$ cat src/rtl/vga_pkg.sv
// Shared constants, state type and timing helpers for the VGA frame scanner.
// Default geometry is 640x480@60 built from a 160x120 image upscaled 4x.
package vga_pkg;

  localparam int DEF_IMG_W       = 160;
  localparam int DEF_IMG_H       = 120;
  localparam int DEF_SCALE_SHIFT = 2;
  localparam int DEF_RD_LAT      = 1;

  localparam int DEF_H_ACTIVE = DEF_IMG_W << DEF_SCALE_SHIFT;
  localparam int DEF_H_FP     = 16;
  localparam int DEF_H_SYNC   = 96;
  localparam int DEF_H_BP     = 48;
  localparam int DEF_V_ACTIVE = DEF_IMG_H << DEF_SCALE_SHIFT;
  localparam int DEF_V_FP     = 10;
  localparam int DEF_V_SYNC   = 2;
  localparam int DEF_V_BP     = 33;

  localparam int CNT_W  = 10;
  localparam int ADDR_W = 8;
  localparam int RGB_W  = 3;

  typedef enum logic {IDLE, SHOW} state_t;

  function automatic int span_total(input int active, input int fp, input int sync, input int bp);
    return active + fp + sync + bp;
  endfunction

  function automatic int sync_start(input int active, input int fp);
    return active + fp;
  endfunction

  function automatic int sync_end(input int active, input int fp, input int sync);
    return active + fp + sync - 1;
  endfunction

  localparam int H_TOTAL      = span_total(DEF_H_ACTIVE, DEF_H_FP, DEF_H_SYNC, DEF_H_BP);
  localparam int V_TOTAL      = span_total(DEF_V_ACTIVE, DEF_V_FP, DEF_V_SYNC, DEF_V_BP);
  localparam int H_SYNC_START = sync_start(DEF_H_ACTIVE, DEF_H_FP);
  localparam int H_SYNC_END   = sync_end(DEF_H_ACTIVE, DEF_H_FP, DEF_H_SYNC);
  localparam int V_SYNC_START = sync_start(DEF_V_ACTIVE, DEF_V_FP);
  localparam int V_SYNC_END   = sync_end(DEF_V_ACTIVE, DEF_V_FP, DEF_V_SYNC);

endpackage

$ cat src/rtl/vga_frame_scanner_timing_gen.sv
// Free-running horizontal/vertical counters and the raw, undelayed
// active / sync / frame-boundary decodes derived from them.
module vga_timing_gen
  import vga_pkg::*;
#(
  parameter int H_ACTIVE = DEF_H_ACTIVE,
  parameter int H_FP     = DEF_H_FP,
  parameter int H_SYNC   = DEF_H_SYNC,
  parameter int H_BP     = DEF_H_BP,
  parameter int V_ACTIVE = DEF_V_ACTIVE,
  parameter int V_FP     = DEF_V_FP,
  parameter int V_SYNC   = DEF_V_SYNC,
  parameter int V_BP     = DEF_V_BP
) (
  input  logic             clk,
  input  logic             rst,
  output logic [CNT_W-1:0] h_cnt,
  output logic [CNT_W-1:0] v_cnt,
  output logic             active,
  output logic             hs_raw,
  output logic             vs_raw,
  output logic             frame_end,
  output logic             frame_start
);

  localparam int H_TOT  = span_total(H_ACTIVE, H_FP, H_SYNC, H_BP);
  localparam int V_TOT  = span_total(V_ACTIVE, V_FP, V_SYNC, V_BP);
  localparam int HS_BEG = sync_start(H_ACTIVE, H_FP);
  localparam int HS_FIN = sync_end(H_ACTIVE, H_FP, H_SYNC);
  localparam int VS_BEG = sync_start(V_ACTIVE, V_FP);
  localparam int VS_FIN = sync_end(V_ACTIVE, V_FP, V_SYNC);

  logic             h_last;
  logic             v_last;
  logic [CNT_W-1:0] h_next;
  logic [CNT_W-1:0] v_next;

  assign h_last = (h_cnt == CNT_W'(H_TOT - 1));
  assign v_last = (v_cnt == CNT_W'(V_TOT - 1));

  // NOTE: every variable written here gets a default first so no latch is inferred.
  always_comb begin
    h_next = h_cnt + 1'b1;
    v_next = v_cnt;
    if (h_last) begin
      h_next = '0;
      v_next = v_last ? '0 : v_cnt + 1'b1;
    end
  end

  // NOTE: sequential state uses non-blocking assignments under an async reset.
  always_ff @(posedge clk or posedge rst) begin
    if (rst) begin
      h_cnt       <= '0;
      v_cnt       <= '0;
      frame_start <= 1'b0;
    end else begin
      h_cnt       <= h_next;
      v_cnt       <= v_next;
      frame_start <= (h_next == '0) && (v_next == '0);
    end
  end

  assign active    = (h_cnt < CNT_W'(H_ACTIVE)) && (v_cnt < CNT_W'(V_ACTIVE));
  assign hs_raw    = !((h_cnt >= CNT_W'(HS_BEG)) && (h_cnt <= CNT_W'(HS_FIN)));
  assign vs_raw    = !((v_cnt >= CNT_W'(VS_BEG)) && (v_cnt <= CNT_W'(VS_FIN)));
  assign frame_end = h_last && v_last;

endmodule

$ cat src/rtl/vga_frame_scanner.sv
// VGA scan-out of the processed image: frame-gated show/idle control, frame-buffer
// fetch with pixel replication, and a delay line keeping sync, blank and RGB aligned.
module vga_frame_scanner
  import vga_pkg::*;
#(
  parameter int SCALE_SHIFT = DEF_SCALE_SHIFT,
  parameter int H_ACTIVE    = DEF_H_ACTIVE,
  parameter int H_FP        = DEF_H_FP,
  parameter int H_SYNC      = DEF_H_SYNC,
  parameter int H_BP        = DEF_H_BP,
  parameter int V_ACTIVE    = DEF_V_ACTIVE,
  parameter int V_FP        = DEF_V_FP,
  parameter int V_SYNC      = DEF_V_SYNC,
  parameter int V_BP        = DEF_V_BP,
  parameter int RD_LAT      = DEF_RD_LAT
) (
  input  logic              clk,
  input  logic              rst,
  input  logic              en_vga,
  output logic              fb_rd_en,
  output logic [ADDR_W-1:0] fb_x_addr,
  output logic [ADDR_W-1:0] fb_y_addr,
  input  logic [RGB_W-1:0]  fb_din,
  output logic [RGB_W-1:0]  vga_rgb,
  output logic              vga_hs,
  output logic              vga_vs,
  output logic              vga_blank_n,
  output logic              frame_start,
  output logic              displaying
);

  // Counter value to pins: one clock for the fetch register, RD_LAT in the
  // frame buffer, one clock for the RGB output register.
  localparam int L = RD_LAT + 2;

  logic [CNT_W-1:0] h_cnt;
  logic [CNT_W-1:0] v_cnt;
  logic             active;
  logic             hs_raw;
  logic             vs_raw;
  logic             frame_end;
  logic             qual_raw;
  state_t           state;
  state_t           state_next;
  logic [L-1:0]     hs_pipe;
  logic [L-1:0]     vs_pipe;
  logic [L-1:0]     qual_pipe;

  vga_timing_gen #(
    .H_ACTIVE(H_ACTIVE), .H_FP(H_FP), .H_SYNC(H_SYNC), .H_BP(H_BP),
    .V_ACTIVE(V_ACTIVE), .V_FP(V_FP), .V_SYNC(V_SYNC), .V_BP(V_BP)
  ) u_timing (
    .clk         (clk),
    .rst         (rst),
    .h_cnt       (h_cnt),
    .v_cnt       (v_cnt),
    .active      (active),
    .hs_raw      (hs_raw),
    .vs_raw      (vs_raw),
    .frame_end   (frame_end),
    .frame_start (frame_start)
  );

  always_ff @(posedge clk or posedge rst) begin
    if (rst) state <= IDLE;
    else     state <= state_next;
  end

  // en_vga is only sampled on the last clock of a frame, so a frame is never cut.
  always_comb begin
    state_next = state;
    if (frame_end) begin
      unique case (state)
        IDLE:    if (en_vga)  state_next = SHOW;
        SHOW:    if (!en_vga) state_next = IDLE;
        default: state_next = IDLE;
      endcase
    end
  end

  assign displaying = (state == SHOW);
  assign qual_raw   = active && displaying;

  // Addresses hold between reads; only the strobe drops.
  always_ff @(posedge clk or posedge rst) begin
    if (rst) begin
      fb_rd_en  <= 1'b0;
      fb_x_addr <= '0;
      fb_y_addr <= '0;
    end else begin
      fb_rd_en <= qual_raw;
      if (qual_raw) begin
        fb_x_addr <= ADDR_W'(h_cnt >> SCALE_SHIFT);
        fb_y_addr <= ADDR_W'(v_cnt >> SCALE_SHIFT);
      end
    end
  end

  always_ff @(posedge clk or posedge rst) begin
    if (rst) begin
      hs_pipe   <= '1;
      vs_pipe   <= '1;
      qual_pipe <= '0;
      vga_rgb   <= '0;
    end else begin
      hs_pipe   <= {hs_pipe[L-2:0], hs_raw};
      vs_pipe   <= {vs_pipe[L-2:0], vs_raw};
      qual_pipe <= {qual_pipe[L-2:0], qual_raw};
      vga_rgb   <= qual_pipe[L-2] ? fb_din : '0;
    end
  end

  assign vga_hs      = hs_pipe[L-1];
  assign vga_vs      = vs_pipe[L-1];
  assign vga_blank_n = qual_pipe[L-1];

endmodule

$ cat config.mk
export PLATFORM = sky130hd
export DESIGN_NAME = vga_frame_scanner
export DESIGN_NICKNAME = d
export VERILOG_FILES = /design/src/rtl/vga_pkg.sv /design/src/rtl/vga_frame_scanner_timing_gen.sv /design/src/rtl/vga_frame_scanner.sv
export SDC_FILE = /design/constraint.sdc
export NUM_CORES = 1
export LEC_CHECK = 0
export CORE_MARGIN = 2
export CORE_UTILIZATION = 67
export DETAILED_ROUTE_END_ITERATION = 12
export DONT_BUFFER_PORTS = 1
export HOLD_SLACK_MARGIN = 0.08
export PLACE_DENSITY_LB_ADDON = 0.1
export SETUP_SLACK_MARGIN = 0.1
export SLEW_MARGIN = 20
export SYNTH_ARGS = -nofsm -noshare
export SYNTH_HDL_FRONTEND = slang
export SYNTH_HIERARCHICAL = 1
export SYNTH_SLANG_ARGS = --single-unit
$ cat constraint.sdc
create_clock -name clk -period 4.59 [get_ports clk]
set_input_delay 0.918 -clock clk [delete_from_list [all_inputs] [get_ports clk]]
set_output_delay 0.918 -clock clk [all_outputs]
set_load 0.05 [all_outputs]
==> reports/metrics.csv <==
metric;value;unit
die_h;63.29;um
reg2reg_setup_slack;1960;ps
place_area;2341;sq um
detail_route.wl_per_cell;17.72;um
max-vdd-ir-drop;157.0;uV
finalHoldViolCount;0;
clock_latency;370;ps
yosysWarnings;6;
power_density;290.4;nW/um^2
dp_hpwl;3110;um
drt_drc_violations_left;0;
area_growth;2.922;%
setup_ws;1965;ps
drt_iter0_markers;146;
place_inst;241;
finalWirelength;4413;um
drv_cap;0;
finalPower;0.7039;mW
r2r-end;u_timing/frame_start;
synth.ff_latch_count;50;
final_cell_mix;44 x dfrtp_1, 15 x nand2_1, 12 x nor2_1;
synth_area_per_cell;11.43;sq um
cpPeakStageDelay;650;ps
syn-num-nets;216;
grt_pass1_wl;7700;um
vias;1560;
core_area;3363;sq um
final_common_cell;dfrtp_1;
finalClockSkew;7.000;ps
drive_gt1_share;18.23;%
end_kind;register;
arrival;2910;ps
r2r_cells;5;
holdWs;364.5;ps
crit_slowest_cell;or4b_1;
crit_chain;or4b_1 > or3_1 > o21ai_2 > or3b_1 > nor4_2;
clkSinkCount;50;
endpoint;u_timing/frame_start;
setup_tns;0;ps
seq_area_frac_synth;53.45;%
instances_no_fill;249;
drt_first_pass_iters;5;
layout.filler_cells;252;
cts_root_buffer;clkbuf_4;
worst-slew-pin-transition;802.6;ps
post-cts-setup-buffers;0;
required;4880;ps
grt_overflow_total;0;
synth_area;2355;sq um
yosysUniqueCellTypes;49;
die_w;63.29;um
max_freq;380.9;MHz
status;complete, no violations;
max_slew_margin;46.44;%
synth_edf_count;0;
synth-async-reset-ratio;100.0;%
rsz0062_at_grt;no;
maxSlewViolCount;0;
cts_tree;yes;
synthFlopType;dfrtp_1;
clockBufferDepth;2;
num_rows;21;
fin_nets;212;
crit_start;u_timing/h_cnt[5];
gp_congestion;0.9124;
routed_via_density;6.265;
grt_max_degree;30;
hold_class;register to register;
final.period_utilization;57.19;%
final_core_utilization;72.06;%
finalSetupViolations;0;
cts_resized;0;
antenna_cells;0;
worstHoldPathCells;0;
dieArea;4005;sq um
dp_slack;2025;ps
track_usage;25.02;%
start_kind;register;
holdBufCountCts;0;
postRouteAntennaNets;0;
min_from;vs_pipe[1];
timing_worst_setup_path_type;register to register;
min_period;2625;ps
port_buffers;0;
grt_pass1_vias;1536;
cts_buffers;5;
crit_fanout;10;
power_leakage;1.135;nW
r2r_start;u_timing/h_cnt[5];
initial_utilization;70.01;%
htreeDepth;2;
clk_pin_slew;140;ps
finish.instance_area;2424;sq um
antenna_found_initial;0;
io_pins;31;
syn_inst;206;
logic make-up after synthesis:
family | after synthesis | synth area share [%]
muxes | 17 | 9.564
AOI/OAI and AO/OA | 31 | 9.086
xor gates and xnor gates | 11 | 4.091
adders and majority gates | 4 | 2.125
and+or+nand+nor | 71 | 16.90
DFF | 50 | 53.45
buffers and inverters | 22 | 4.782
cell usage after synthesis, drive strengths merged (2+ instances only):
master	instances	share of area (%)
clkbuf	5	0.80
nor2	12	1.9
xor2	6	2.2
nand2	16	2.9
nand4	7	1.9
and3	3	0.80
a21oi	2	0.43
and4	2	0.74
nand3b	2	0.64
dfrtp	44	47
dfstp	6	6.7
mux2	17	9.6
nor4	2	0.80
and2	4	1.1
o31ai	4	1.3
inv	11	1.8
a31oi	2	0.53
o22ai	2	0.53
o21a	2	0.64
nand3	9	1.9
ha	4	2.1
nor3	4	1.1
buf	6	2.2
or3	3	0.80
xnor2	5	1.9
o21ai	10	2.3
sequential cells by signal (all words and copies together), names as in the netlist:
name                  count
u_timing/h_cnt           10
u_timing/v_cnt           10
fb_x_addr                 8
fb_y_addr                 8
hs_pipe                   3
qual_pipe                 3
vga_rgb                   3
vs_pipe                   3
displaying                1
u_timing/frame_start      1
area by class of cell:
| cell class | instances | area (sq um) | area share, % |
|---|---|---|---|
| Multi-Input combinational cell | 134 | 983.4 | 40.58 |
| Inverter | 11 | 41.29 | 1.704 |
| Clock inverter | 3 | 45.04 | 1.859 |
| Tap cell | 46 | 57.56 | 2.375 |
| Sequential cell | 50 | 1259 | 51.94 |
| Clock buffer | 5 | 37.54 | 1.549 |
where the power goes:
part	leakage, nW	switching, mW	internal (mW)
Clock	0.0374	0.140	0.114
Combinational	0.434	0.00806	0.000174
Sequential	0.664	0	0.441
Total	1.13	0.149	0.555
critical path, delay by kind of cell (launching register included):
family	cells	cell delay [ps]
flip-flops	1	490
AO/OA/AOI/OAI	1	210
AND/OR/NAND/NOR	4	1850
how the worst min path moves through the flow:
stage | slack [ps] | endpoint
floorplan | 350 | hs_pipe[1]
global placement | 350 | vs_pipe[1]
detailed placement | 350 | vs_pipe[1]
CTS | 360 | vs_pipe[2]
global route | 360 | vs_pipe[2]
finish | 360 | vs_pipe[2]
per-layer routing:
metal / GRT usage [%] / vias up / part of all wire [%]
met5: 0 / - / 0
li1: - / 720 / -
met1: 34.79 / 766 / 43
met2: 38.30 / 65 / 48
met3: 6.786 / 9 / 7.3
met4: 8.696 / 0 / 1.6
(Power assumes the default switching activity.)
